`src/rtl/video_daisy_ctrl_writer.sv`:
```
// video_daisy_ctrl_writer: debounced key (plus switch snapshot) triggers one
// Avalon-MM write to each daisy core's control register in index order, with
// a per-write waitrequest timeout that abandons a stuck core.
// Optional feature macro: VIDEO_DAISY_AUTO_UPDATE_EN -- a debounced change of
// the switch vector also starts a sequence.
module video_daisy_ctrl_writer #(
  parameter int NUM_CORES    = 4,
  parameter int ADDR_W       = 1,
  parameter int DATA_W       = 32,
  parameter int DEBOUNCE_CYC = 500000,
  parameter int WAIT_TIMEOUT = 255
) (
  input  logic                 sys_clk,
  input  logic                 sys_rst,
  input  logic                 key_n,
  input  logic [NUM_CORES-1:0] sw,
  output logic [ADDR_W-1:0]    avs_address,
  output logic [DATA_W-1:0]    avs_writedata,
  output logic [NUM_CORES-1:0] avs_write,
  input  logic [NUM_CORES-1:0] avs_waitrequest,
  output logic                 busy,
  output logic                 done,
  output logic [NUM_CORES-1:0] err_timeout
);
  localparam int DB_W  = $clog2(DEBOUNCE_CYC);
  localparam int WT_W  = $clog2(WAIT_TIMEOUT + 1);
  localparam int IDX_W = (NUM_CORES > 1) ? $clog2(NUM_CORES) : 1;

  typedef enum logic [1:0] {IDLE, WRITE, GAP, DONE} state_t;

  state_t               state, state_d;
  logic                 key_s1, key_s2, key_stable;
  logic [DB_W-1:0]      key_cnt;
  logic [NUM_CORES-1:0] sw_s1, sw_s2;
  logic                 key_fire, press;
  logic [NUM_CORES-1:0] snap, cur;
  logic                 pending;
  logic [IDX_W-1:0]     idx;
  logic [WT_W-1:0]      wcnt;
  logic                 last, xfer_end, abandon;

  // two-flop synchronisers; key idles released (1), switches idle 0
  always_ff @(posedge sys_clk) begin
    if (sys_rst) begin
      key_s1 <= 1'b1;
      key_s2 <= 1'b1;
      sw_s1  <= '0;
      sw_s2  <= '0;
    end else begin
      key_s1 <= key_n;
      key_s2 <= key_s1;
      sw_s1  <= sw;
      sw_s2  <= sw_s1;
    end
  end

  // key debounce: level must differ from stable for DEBOUNCE_CYC cycles
  assign key_fire = (key_s2 != key_stable) && (key_cnt == DB_W'(DEBOUNCE_CYC - 1));

  always_ff @(posedge sys_clk) begin
    if (sys_rst) begin
      key_stable <= 1'b1;
      key_cnt    <= '0;
    end else if (key_s2 == key_stable) begin
      key_cnt <= '0;
    end else if (key_fire) begin
      key_stable <= key_s2;
      key_cnt    <= '0;
    end else begin
      key_cnt <= key_cnt + 1'b1;
    end
  end

`ifdef VIDEO_DAISY_AUTO_UPDATE_EN
  logic [NUM_CORES-1:0] sw_stable;
  logic [DB_W-1:0]      sw_cnt;
  logic                 sw_fire;

  assign sw_fire = (sw_s2 != sw_stable) && (sw_cnt == DB_W'(DEBOUNCE_CYC - 1));

  // whole-vector switch debounce; an accepted change counts as a press
  always_ff @(posedge sys_clk) begin
    if (sys_rst) begin
      sw_stable <= '0;
      sw_cnt    <= '0;
    end else if (sw_s2 == sw_stable) begin
      sw_cnt <= '0;
    end else if (sw_fire) begin
      sw_stable <= sw_s2;
      sw_cnt    <= '0;
    end else begin
      sw_cnt <= sw_cnt + 1'b1;
    end
  end

  assign press = (key_fire && key_stable) || sw_fire;
`else
  assign press = key_fire && key_stable;
`endif

  assign last          = (idx == IDX_W'(NUM_CORES - 1));
  assign avs_address   = '0;
  assign avs_writedata = DATA_W'(cur[idx]);

  // next state and bus strobes; a write ends on !waitrequest or on timeout
  always_comb begin
    state_d   = state;
    avs_write = '0;
    busy      = 1'b0;
    done      = 1'b0;
    xfer_end  = 1'b0;
    abandon   = 1'b0;
    case (state)
      IDLE: if (press || pending) state_d = WRITE;
      WRITE: begin
        avs_write = NUM_CORES'(1) << idx;
        busy      = 1'b1;
        if (!avs_waitrequest[idx]) begin
          xfer_end = 1'b1;
        end else if (wcnt == WT_W'(WAIT_TIMEOUT - 1)) begin
          xfer_end = 1'b1;
          abandon  = 1'b1;
        end
        if (xfer_end) state_d = last ? DONE : GAP;
      end
      GAP: begin
        busy    = 1'b1;
        state_d = WRITE;
      end
      DONE: begin
        done    = 1'b1;
        state_d = pending ? WRITE : IDLE;
      end
      default: state_d = IDLE;
    endcase
  end

  // sequence state: snapshot, pending press, core index, stall count, errors
  always_ff @(posedge sys_clk) begin
    if (sys_rst) begin
      state       <= IDLE;
      snap        <= '0;
      cur         <= '0;
      pending     <= 1'b0;
      idx         <= '0;
      wcnt        <= '0;
      err_timeout <= '0;
    end else begin
      state <= state_d;
      if (press) snap <= sw_s2;
      // one-deep pending; a press arriving mid-sequence only refreshes snap
      if (press && state != IDLE)
        pending <= 1'b1;
      else if ((state == IDLE || state == DONE) && state_d == WRITE)
        pending <= 1'b0;
      // cur holds the data for the running sequence so a late press
      // cannot change writedata under a stalled write
      if (state == IDLE && state_d == WRITE)
        cur <= press ? sw_s2 : snap;
      else if (state == DONE && state_d == WRITE)
        cur <= snap;
      if (state == IDLE && press)
        err_timeout <= '0;
      else if (abandon)
        err_timeout[idx] <= 1'b1;
      wcnt <= (state == WRITE && !xfer_end) ? wcnt + 1'b1 : '0;
      if (state == WRITE && xfer_end)
        idx <= last ? '0 : idx + 1'b1;
      else if (state == DONE)
        idx <= '0;
    end
  end
endmodule

```
`config.mk`:
```
export PLATFORM = sky130hd
export DESIGN_NAME = video_daisy_ctrl_writer
export DESIGN_NICKNAME = d
export VERILOG_FILES = /design/src/rtl/video_daisy_ctrl_writer.sv
export SDC_FILE = /design/constraint.sdc
export NUM_CORES = 1
export LEC_CHECK = 0
export BUFFER_PORTS_ARGS = -buffer_cell sky130_fd_sc_hd__buf_4
export CAP_MARGIN = 20
export CORE_MARGIN = 1
export CORE_UTILIZATION = 35
export DETAILED_ROUTE_END_ITERATION = 6
export MAX_ROUTING_LAYER = met4
export PLACE_DENSITY = 0.53
export SYNTH_ARGS = -nofsm -noshare
export SYNTH_HDL_FRONTEND = slang
export SYNTH_SLANG_ARGS = --single-unit
```
`constraint.sdc`:
```
create_clock -name sys_clk -period 3.9 [get_ports sys_clk]
set_clock_uncertainty 0.2 [all_clocks]
set_input_delay 0.195 -clock sys_clk [delete_from_list [all_inputs] [get_ports sys_clk]]
set_output_delay 0.195 -clock sys_clk [all_outputs]
set_load 0.02 [all_outputs]
```
==> impl_results.md, run 1 <==
- Critical path class: reg2reg
- Lkg Pwr: 1.13 nW
- Final setup TNS: 0 ns
- Postcts setup bufs: 0
- Top cell type's share of synthesized area: 0.410
- Net Sw Power: 0.271 mW
- CTS H-tree depth: 2
- Ant. Diodes: 0
- Mapped cell area: 2690 um^2
- First-pass GRT wire length: 7.47 mm
- Status: completed
- Initial antenna violation count: 0
- Reg2reg start: idx[0]
- Port Buffers: 21
- Cell variety after synth: 44
- Sw Ratio: 0.254
- Min-delay worst type: in2reg
- Starting density of the core: 0.366
- TritonRoute pass-1 iters: 4
- Final hold violation count: 0
- Cell taking the most area after synthesis: dfxtp_1
- Residual DRC count: 0
- VDD IR max: 0.000168 V
- Syn Area/Cell: 9.29 um^2
- # clock sinks: 55
- Gr ovfl total: 0
- Worst hold slack: 0.0502 ns
- Total Die Area: approximately 8000 um^2
- Worst-path cell chain: mux4_2 -> o21ai_4 -> mux2i_1 -> a2111oi_4 -> nor4b_1 -> a311o_1
- WL/cell: 10.5 um
- Worst skew pair latency: 0.31 ns
- DR iter-0 viols: 67
- Gate Count Post-Synth: roughly 290
- Largest net degree at the start of global routing: 31
- Crit-path max FO: 7
- Reg power frac: 0.539
- Hold_sp: sys_rst
- Crit path DAT: roughly 2.7 ns
- Share of layout cells above drive strength 1: 0.127
- Via/cell ratio: ~4.4
- Slew @ Worst Pin: 0.637 ns
- GPL Wtd Cong: 0.783
- Rows: 31
- Die width: 89.6 um
- CP Launch Point: idx[0]
- NumNets Final: 336
- Post-CTS sizing: 0
- Crit-path slowest cell: mux4_2
- Pwr/cell area: 357 nW/um^2
- Vias in the first global route: 1669
- CTS Buf Count: 5
- Crit-path leading delay family: compound AO/OA/AOI/OAI gates
- Critical path launch point type: flip-flop
- Wirelength, routed: 4.35 mm
- HPWL after detailed placement: 3.08 mm
- Syn. warnings: 0
- Worst setup EP type: flip-flop
- Endpoints failing setup: 0
- Min Tclk post-route: 2.66 ns
- CTS tree: done
- Area Growth Syn to Fin: 11.2%
- Io pins: 54
- Tcrit/Tclk final: 0.681
- Peak Freq: roughly 380 MHz
- Max cap viols: 0
- Commonest cells after routing, fill and taps aside: 55 x dfxtp_1, 35 x nor2_1, 32 x conb_1
- Relative slew margins: 0.575
- Clock Path Buffers: 2
- RSZ-0062 raised after global routing: false
- CTS clock-pin slew for the worst setup and hold paths: 0.10 ns
- FF+latch count, synth: 55
- Dpl cell area: 2820 um^2
- Register area share after synthesis: 0.410
- Most common cell after layout, fill and taps aside: dfxtp_1
- Root buffer cell: clkbuf_8
- Post-route ant nets: 0
- Design area: 2990 um^2
- Global Route Usage Sum: 0.123
- Vias: ~1800
- Clk pwr share: 0.364
- Die span in y: 89.6 um
- Part of the power in combinational logic: 0.097
- Slew Limit Fails: 0
- Largest stage delay, worst path: 0.59 ns
- Core area: 7330 um^2
- Main area contributors after synthesis: dfxtp_1 41%, buf_4 8.9%, ha_1 5.1%
- Internal: a little under 0.8 mW
- Critical Path RT: just under 4 ns
- Worst Path Buf+Inv: 0
repair_timing:
action	4_1_cts	5_1_grt
endpoints found under the setup margin	0	0
hold buffers	5	0
hold endpoints to repair	5	0
synthesized netlist by cell type, drive strengths merged:
| cell type | number |
|---|---|
| mux2i | 8 |
| inv | 11 |
| nor4b | 3 |
| nand4 | 6 |
| o2bb2ai | 3 |
| nor3 | 4 |
| nor2 | 35 |
| o21ai | 5 |
| a21oi | 10 |
| dfxtp | 55 |
| a211oi | 5 |
| a22oi | 1 |
| mux4 | 2 |
| nor4bb | 1 |
| and4 | 2 |
| conb | 1 |
| nand3b | 1 |
| a2111oi | 1 |
| or3b | 1 |
| o31a | 1 |
| xor2 | 15 |
| a311oi | 1 |
| buf | 32 |
| o21a | 1 |
| a21o | 2 |
| and3 | 5 |
| ha | 11 |
| or3 | 4 |
| a31oi | 2 |
| nand2b | 3 |
| nor2b | 9 |
| nand2 | 15 |
| nand3 | 10 |
| xnor2 | 6 |
| and2 | 5 |
| clkbuf | 8 |
| o31ai | 1 |
| a311o | 1 |
| or2 | 2 |
cell type report:
type / instances / area [um^2]
fill: 748 / 4350
multi-input combinational: 214 / 1390
sequential: 55 / 1100
timing repair buffer: 27 / 215
tap: 99 / 124
clock buffer: 5 / 68.8
clock inverter: 3 / 46.3
inverter: 11 / 41.3
worst paths after layout:
check | depth (start not counted) | end | slack (ns)
hold / removal | 2 | snap[0] | 0.05
hold reg to reg | 1 | key_s2 | 0.23
setup reg to reg | 6 | cur[0] | 1.24
setup / recovery | 6 | cur[0] | 1.24
metrics by stage:
step	std cells	util	power (mW)	setup slack [ns]
after global routing	414	0.407	1.11	1.09
final	414	0.407	1.07	1.24
after detailed placement	401	0.385	0.687	1.22
after floorplan	320	-	0.689	1.43
after global placement	401	0.385	0.688	1.31
after CTS	414	0.407	1.08	1.21
cell families (layout without fill, tap and decap cells):
kind of cell | after synthesis | after routing | share of synthesized area
fa+ha+maj | 11 | 11 | 0.0513
simple gates | 106 | 106 | 0.209
compound gates | 34 | 34 | 0.0955
flops | 55 | 55 | 0.410
mux | 10 | 10 | 0.0480
xor+xnor | 21 | 21 | 0.0685
other cells | 1 | 32 | 0.00140
buf+inv | 51 | 46 | 0.116
layer usage:
metal  track usage  wire length (um)  up-vias
li1              -                 -      960
met1         0.158              2300      813
met2         0.195              1840       41
met3        0.0274               157        5
met4        0.0346                51        0
met5             -                 0        -
flip-flops by register name (all words and copies together) (netlist names):
register     count
snap             4
err_timeout      4
sw_s1            4
pending          1
state            2
key_stable       1
idx              2
wcnt             8
key_s2           1
key_s1           1
sw_s2            4
cur              4
key_cnt         19
power groups by stage:
stage	combinational [mW]	sequential [mW]	clock, mW
2_1_floorplan	0.102	0.587	0
3_3_place_gp	0.0999	0.588	0
3_5_place_dp	0.0989	0.588	0
4_1_cts	0.103	0.575	0.402
5_1_grt	0.116	0.577	0.421
6_report	0.103	0.575	0.389
(Power assumes the default switching activity.)
==> inputs of run 2 (changes only) <==
--- a/config.mk
+++ b/config.mk
@@ -11,7 +11,7 @@
 export CORE_UTILIZATION = 35
 export DETAILED_ROUTE_END_ITERATION = 6
 export MAX_ROUTING_LAYER = met4
-export PLACE_DENSITY = 0.53
+export PLACE_DENSITY = 0.55
 export SYNTH_ARGS = -nofsm -noshare
 export SYNTH_HDL_FRONTEND = slang
 export SYNTH_SLANG_ARGS = --single-unit
==> constraint.sdc (replaced) <==
create_clock -name sys_clk -period 2.3 [get_ports sys_clk]
set_clock_uncertainty 0.2 [all_clocks]
set_input_delay 0.115 -clock sys_clk [delete_from_list [all_inputs] [get_ports sys_clk]]
set_output_delay 0.115 -clock sys_clk [all_outputs]
set_load 0.02 [all_outputs]
==> run 2 against run 1 <==
Effect of this change: the flow now finishes with violations (setup timing); maximum frequency grew 14%; sequential share of layout area shrank 4.3 points; cell count grew 10%; via count grew 12%; clock-buffer cell count is the same; critical path depth grew 1; total power grew 84%; sequential power grew 69%; clock power grew 100%; first-iteration DRC count shrank 7.5%; combinational power grew 110%; largest cell class unchanged; highest routed layer unchanged.
==> impl_results.md, run 2 (synthesized netlist as in run 1, its figures left out) <==
- Min Tclk post-route: 2.33 ns (was 2.66 ns)
- Pre-CTS WS: -0.0543 ns (was 1.22 ns)
- First-pass GRT wire length: 8.12 mm (was 7.47 mm)
- Worst setup EP type: flip-flop (unchanged)
- Crit-path slowest cell: a2111oi_4 (was mux4_2)
- Root buffer cell: clkbuf_8 (unchanged)
- Residual DRC count: 0 (unchanged)
- CTS clock-pin slew for the worst setup and hold paths: 0.10 ns (about the same)
- Tcrit/Tclk final: 1.01 (was 0.681)
- Initial antenna violation count: 0 (unchanged)
- CP Launch Point: key_cnt[5] (was idx[0])
- Worst skew pair latency: 0.31 ns (about the same)
- Final worst slack: -0.0307 ns (was 1.24 ns)
- DR iter-0 viols: 62 (was 67)
- Vias: 2040 (was 1819)
- VDD IR max: 0.000307 V (was 0.000168 V)
- Worst hold slack: 0.220 ns (was 0.0502 ns)
- Relative slew margins: 0.664 (was 0.575)
- Top reg by flops: key_cnt (unchanged)
- # clock sinks: 55 (unchanged)
- Final hold violation count: 0 (unchanged)
- Commonest cells after routing, fill and taps aside: 60 x buf_4, 49 x dfxtp_1, 35 x nor2_1 (was 55 x dfxtp_1, 35 x nor2_1, 32 x conb_1)
- Post-route ant nets: 0 (unchanged)
- Peak Freq: 429 MHz (was 376 MHz)
- Largest stage delay, worst path: 0.51 ns (was 0.59 ns)
- Largest net degree at the start of global routing: 31 (unchanged)
- Worst Path Buf+Inv: 1 (was 0)
- HPWL after detailed placement: 3.50 mm (was 3.08 mm)
- Pwr/cell area: 576 nW/um^2 (was 357 nW/um^2)
- Crit path DAT: 2.35 ns (was 2.67 ns)
- Ant. Diodes: 0 (unchanged)
- NumNets Final: 379 (was 336)
- Endpoints failing setup: 1 (was 0)
- WP depth: 7 (was 6)
- Total Die Area: 8030 um^2 (unchanged)
- Slew @ Worst Pin: 0.500 ns (was 0.637 ns)
- Critical path launch point type: flip-flop (unchanged)
- Status: complete, but fails checks (was completed)
- TritonRoute pass-1 iters: 4 (unchanged)
- Clock Path Buffers: 2 (unchanged)
- Critical Path RT: 2.32 ns (was 3.91 ns)
- Die width: 89.6 um (unchanged)
- Worst-path cell chain: nor4bb_4 -> buf_4 -> nand2_4 -> o31a_1 -> a2111oi_4 -> nor4b_2 -> a311o_1 (was mux4_2 -> o21ai_4 -> mux2i_1 -> a2111oi_4 -> nor4b_1 -> a311o_1)
- Max cap viols: 0 (unchanged)
- CTS tree: done (unchanged)
- Critical path class: reg2reg (unchanged)
- CTS Buf Count: 5 (unchanged)
- Lkg Pwr: 1.39 nW (was 1.13 nW)
- R2r worst-path depth: 7 (was 6)
- Placed insts: 438 (was 401)
- Core area: 7330 um^2 (unchanged)
- Area Growth Syn to Fin: 26.7% (was 11.2%)
- Vias in the first global route: 1855 (was 1669)
- Largest register FFs: 19 (unchanged)
- Share of layout cells above drive strength 1: 0.257 (was 0.127)
- RR Endpoint: cur[0] (unchanged)
- Global Route Usage Sum: 0.136 (was 0.123)
- CP endpoint: cur[0] (unchanged)
- Fin cells: 457 (was 414)
- Port Buffers: 21 (unchanged)
- Gr ovfl total: 0 (unchanged)
- Min-delay worst type: reg2reg (was in2reg)
- RSZ-0062 raised after global routing: true (was false)
- Top flop regs: key_cnt (19), wcnt (8) (unchanged)
- GPL Wtd Cong: 0.766 (was 0.783)
- Starting density of the core: 0.366 (unchanged)
- Die span in y: 89.6 um (unchanged)
- Slew Limit Fails: 0 (unchanged)
- Violated checks: setup timing
- Reg2reg start: key_cnt[5] (was idx[0])
- Wirelength, routed: 4.89 mm (was 4.35 mm)
- Most common cell after layout, fill and taps aside: buf_4 (was dfxtp_1)
- Crit-path max FO: 5 (was 7)
- WL/cell: 10.7 um (was 10.5 um)
- Io pins: 54 (unchanged)
- Reg2Reg Setup Slack: -0.03 ns (was 1.24 ns)
- CTS H-tree depth: 2 (unchanged)
- Via/cell ratio: 4.46 (was 4.39)
- Crit-path leading delay family: compound AO/OA/AOI/OAI gates (unchanged)
- Rows: 31 (unchanged)
[run 2: cell count changes in the layout (fill, tap and decap cells not counted), moves of 3 or more]
cell           delta
dfxtp_1           -6
dlygate4sd3_1     +5
nor4b_2           +3
buf_4            +38
dfxtp_2           +6
nor4b_1           -3
[run 2: layout make-up]
type / count / area, um^2
clock buffers: 5 / 68.8
clock inverters: 3 / 71.3
well taps: 99 / 124
repair buffers: 70 / 551
inverters: 11 / 41.3
fillers: 720 / 3930
multi-input cells: 214 / 1440
flip-flops and latches: 55 / 1110
[run 2: per-stage QoR]
stage | util | instance area (um^2) | setup TNS (ns) | total power, mW
detailed placement | 0.426 | 3120 | -0.0543 | 1.19
finish | 0.464 | 3400 | -0.0307 | 1.96
global placement | 0.426 | 3120 | -0.00130 | 1.19
global route | 0.464 | 3400 | -0.476 | 2.05
CTS | 0.462 | 3380 | -0.110 | 1.99
floorplan | - | 2830 | 0 | 1.17
[run 2: timing repair]
action	in CTS	in global routing
setup buffers	1	0
hold endpoints to repair	18	0
hold buffers	10	0
gates resized for setup	4	4
pin swaps	8	1
endpoints found under the setup margin	1	4
[run 2: worst min-delay path by stage]
stage	startpoint	end	slack, ns	depth (start not counted)
final	key_s1	key_s2	0.22	1
after detailed placement	key_n	key_s1	0.10	2
after CTS	key_s1	key_s2	0.22	1
after global placement	key_n	key_s1	0.10	2
after global routing	key_s1	key_s2	0.23	1
after floorplan	key_n	key_s1	0.02	1
[run 2: metal layers]
metal,vias up,GRT usage,routed length [um],share of wire
li1,1044,-,-,-
met2,46,0.222,2320,0.48
met3,7,0.0274,152,0.031
met5,-,-,0,0
met4,0,0.0548,89,0.018
met1,943,0.164,2320,0.47
[run 2: power breakdown]
group	total [mW]	switching [mW]	internal (mW)
Combinational	0.212	0.128	0.0847
Sequential	0.972	0.00654	0.965
Clock	0.777	0.335	0.442
==> inputs of run 3 (changes only) <==
--- a/config.mk
+++ b/config.mk
@@ -7,11 +7,12 @@
 export LEC_CHECK = 0
 export BUFFER_PORTS_ARGS = -buffer_cell sky130_fd_sc_hd__buf_4
 export CAP_MARGIN = 20
+export CORE_ASPECT_RATIO = 1.1
 export CORE_MARGIN = 1
-export CORE_UTILIZATION = 35
+export CORE_UTILIZATION = 39
 export DETAILED_ROUTE_END_ITERATION = 6
 export MAX_ROUTING_LAYER = met4
-export PLACE_DENSITY = 0.55
+export PLACE_DENSITY = 0.6
 export SYNTH_ARGS = -nofsm -noshare
 export SYNTH_HDL_FRONTEND = slang
 export SYNTH_SLANG_ARGS = --single-unit
==> run 3 against run 2 <==
Effect of this change: critical path type unchanged; the flow now finishes without violations; highest routed layer unchanged; combinational power is 2% higher; flip-flop and latch count stayed put; maximum frequency is 5.5% higher; first-iteration DRC count rose by 6.5%; total power is 6.5% lower; via count fell by 1.3%; critical path depth unchanged; clock power is 17% lower; worst hold slack about the same; non-clock buffer count is 2 higher.
==> impl_results.md, run 3 (synthesized netlist as in run 1, its figures left out) <==
- Total power: 1.83 mW (was 1.96 mW)
- Commonest cells after routing, fill and taps aside: 61 x buf_4, 50 x dfxtp_1, 35 x nor2_1 (was 60 x buf_4, 49 x dfxtp_1, 35 x nor2_1)
- Register area: 1110 um^2 (about the same)
- Largest register FFs: 19 (unchanged)
- Worst Hold Depth: 1 (unchanged)
- First-pass GRT wire length: 7.80 mm (was 8.12 mm)
- Peak Freq: 452 MHz (was 429 MHz)
- Worst hold slack: 0.221 ns (was 0.220 ns)
- R2r worst-path depth: 7 (unchanged)
- Crit path DAT: 2.22 ns (was 2.35 ns)
- Worst-path cell chain: nor4bb_4 -> nand2_2 -> o31a_1 -> a2111oi_4 -> buf_12 -> mux2i_1 -> o2bb2ai_1 (was nor4bb_4 -> buf_4 -> nand2_4 -> o31a_1 -> a2111oi_4 -> nor4b_2 -> a311o_1)
- Area of the multi-input gates: 1480 um^2 (was 1440 um^2)
- CTS tree: done (unchanged)
- NumNets Final: 381 (was 379)
- Root buffer cell: clkbuf_8 (unchanged)
- Initial antenna violation count: 0 (unchanged)
- Clock Path Buffers: 2 (unchanged)
- Share of layout cells above drive strength 1: 0.264 (was 0.257)
- Max cap viols: 0 (unchanged)
- CTS H-tree depth: 2 (unchanged)
- Min-delay worst type: reg2reg (unchanged)
- CTS clock-pin slew for the worst setup and hold paths: 0.10 ns (about the same)
- HPWL after detailed placement: 3.45 mm (was 3.50 mm)
- Die span in y: 89.0 um (was 89.6 um)
- Post-route ant nets: 0 (unchanged)
- Vias: 2014 (was 2040)
- Vias in the first global route: 1831 (was 1855)
- Global Route Usage Sum: 0.142 (was 0.136)
- Wirelength, routed: 4.61 mm (was 4.89 mm)
- Starting density of the core: 0.405 (was 0.366)
- Core area: 6630 um^2 (was 7330 um^2)
- Worst setup EP type: flip-flop (unchanged)
- Via/cell ratio: 4.56 (was 4.46)
- Top reg by flops: key_cnt (unchanged)
- Pwr/cell area: 536 nW/um^2 (was 576 nW/um^2)
- Worst skew pair latency: 0.30 ns (was 0.31 ns)
- Residual DRC count: 0 (unchanged)
- Area Growth Syn to Fin: 27.4% (was 26.7%)
- Crit-path max FO: 3 (was 5)
- Slew Limit Fails: 0 (unchanged)
- Largest net degree at the start of global routing: 31 (unchanged)
- Final hold violation count: 0 (unchanged)
- Crit-path slowest cell: a2111oi_4 (unchanged)
- Die width: 81.1 um (was 89.6 um)
- CTS Buf Count: 5 (unchanged)
- DR iter-0 viols: 66 (was 62)
- Status: completed (was complete, but fails checks)
- Rows: 31 (unchanged)
- Port Buffers: 21 (unchanged)
- Largest stage delay, worst path: 0.43 ns (was 0.51 ns)
- Min Tclk post-route: 2.21 ns (was 2.33 ns)
- Tcrit/Tclk final: 0.961 (was 1.01)
- Endpoints failing setup: 0 (was 1)
- RSZ-0062 raised after global routing: true (unchanged)
- Io pins: 54 (unchanged)
- WL/cell: 10.4 um (was 10.7 um)
- Critical path class: reg2reg (unchanged)
- # clock sinks: 55 (unchanged)
- GPL Wtd Cong: 0.737 (was 0.766)
- Filler cell count: 639 (was 720)
- Most common cell after layout, fill and taps aside: buf_4 (unchanged)
- Gr ovfl total: 0 (unchanged)
- Critical path launch point type: flip-flop (unchanged)
- Top flop regs: key_cnt (19), wcnt (8) (unchanged)
- Lkg Pwr: 1.39 nW (about the same)
- Total Die Area: 7220 um^2 (was 8030 um^2)
- TritonRoute pass-1 iters: 4 (unchanged)
- Ant. Diodes: 0 (unchanged)
- Critical Path RT: 2.31 ns (was 2.32 ns)
- VDD IR max: 0.000327 V (was 0.000307 V)
-- run 3: through the flow --
step / instances / util / setup slack (ns) / TNS [ns] / instance area [um^2]
after floorplan: 320 / - / 0.00269 / 0 / 2830
after global placement: 420 / 0.466 / -0.0631 / -0.0631 / 3090
after detailed placement: 420 / 0.466 / -0.151 / -0.239 / 3090
after CTS: 442 / 0.509 / 0.00226 / 0 / 3380
after global routing: 442 / 0.516 / -0.0512 / -0.151 / 3420
final: 442 / 0.516 / 0.0900 / 0 / 3420
-- run 3: layout make-up --
cell class	instances	share of cell area
Sequential cell	55	0.324
Inverter	11	0.0121
Timing Repair Buffer	72	0.169
Clock inverter	3	0.0139
Tap cell	82	0.0300
Multi-Input combinational cell	214	0.431
Clock buffer	5	0.0201
-- run 3: per-layer routing --
| metal | vias up | part of all wire | global-route usage |
|---|---|---|---|
| met4 | 0 | 0.0098 | 0.0390 |
| met3 | 5 | 0.030 | 0.0306 |
| met5 | - | 0 | - |
| met2 | 40 | 0.47 | 0.229 |
| li1 | 1050 | - | - |
| met1 | 919 | 0.49 | 0.179 |
-- run 3: report_power, final --
group | switching (mW) | internal, mW
registers | 0.00699 | 0.965
logic | 0.130 | 0.0863
clock network | 0.315 | 0.330
-- run 3: final timing paths --
path / from / end / slack (ns)
hold reg to reg: key_s1 / key_s2 / 0.22
setup / recovery: key_cnt[18] / cur[1] / 0.09
hold / removal: key_s1 / key_s2 / 0.22
setup reg to reg: key_cnt[18] / cur[1] / 0.09
-- run 3: critical path, delay by kind of cell (launching register included) --
family / cells / cell delay (ns)
AOI/OAI and AO/OA: 3 / 0.82
DFF: 1 / 0.34
buffers and inverters: 1 / 0.16
muxes: 1 / 0.18
and+or+nand+nor: 2 / 0.40
-- run 3: what timing repair did --
action | in CTS | in global routing
gates cloned | 0 | 0
hold buffers | 10 | 0
endpoints found under the setup margin | 4 | 4
pin swaps | 8 | 3
buffers inserted | 4 | 0
endpoints found under the hold margin | 14 | 0
resized for setup | 5 | 7
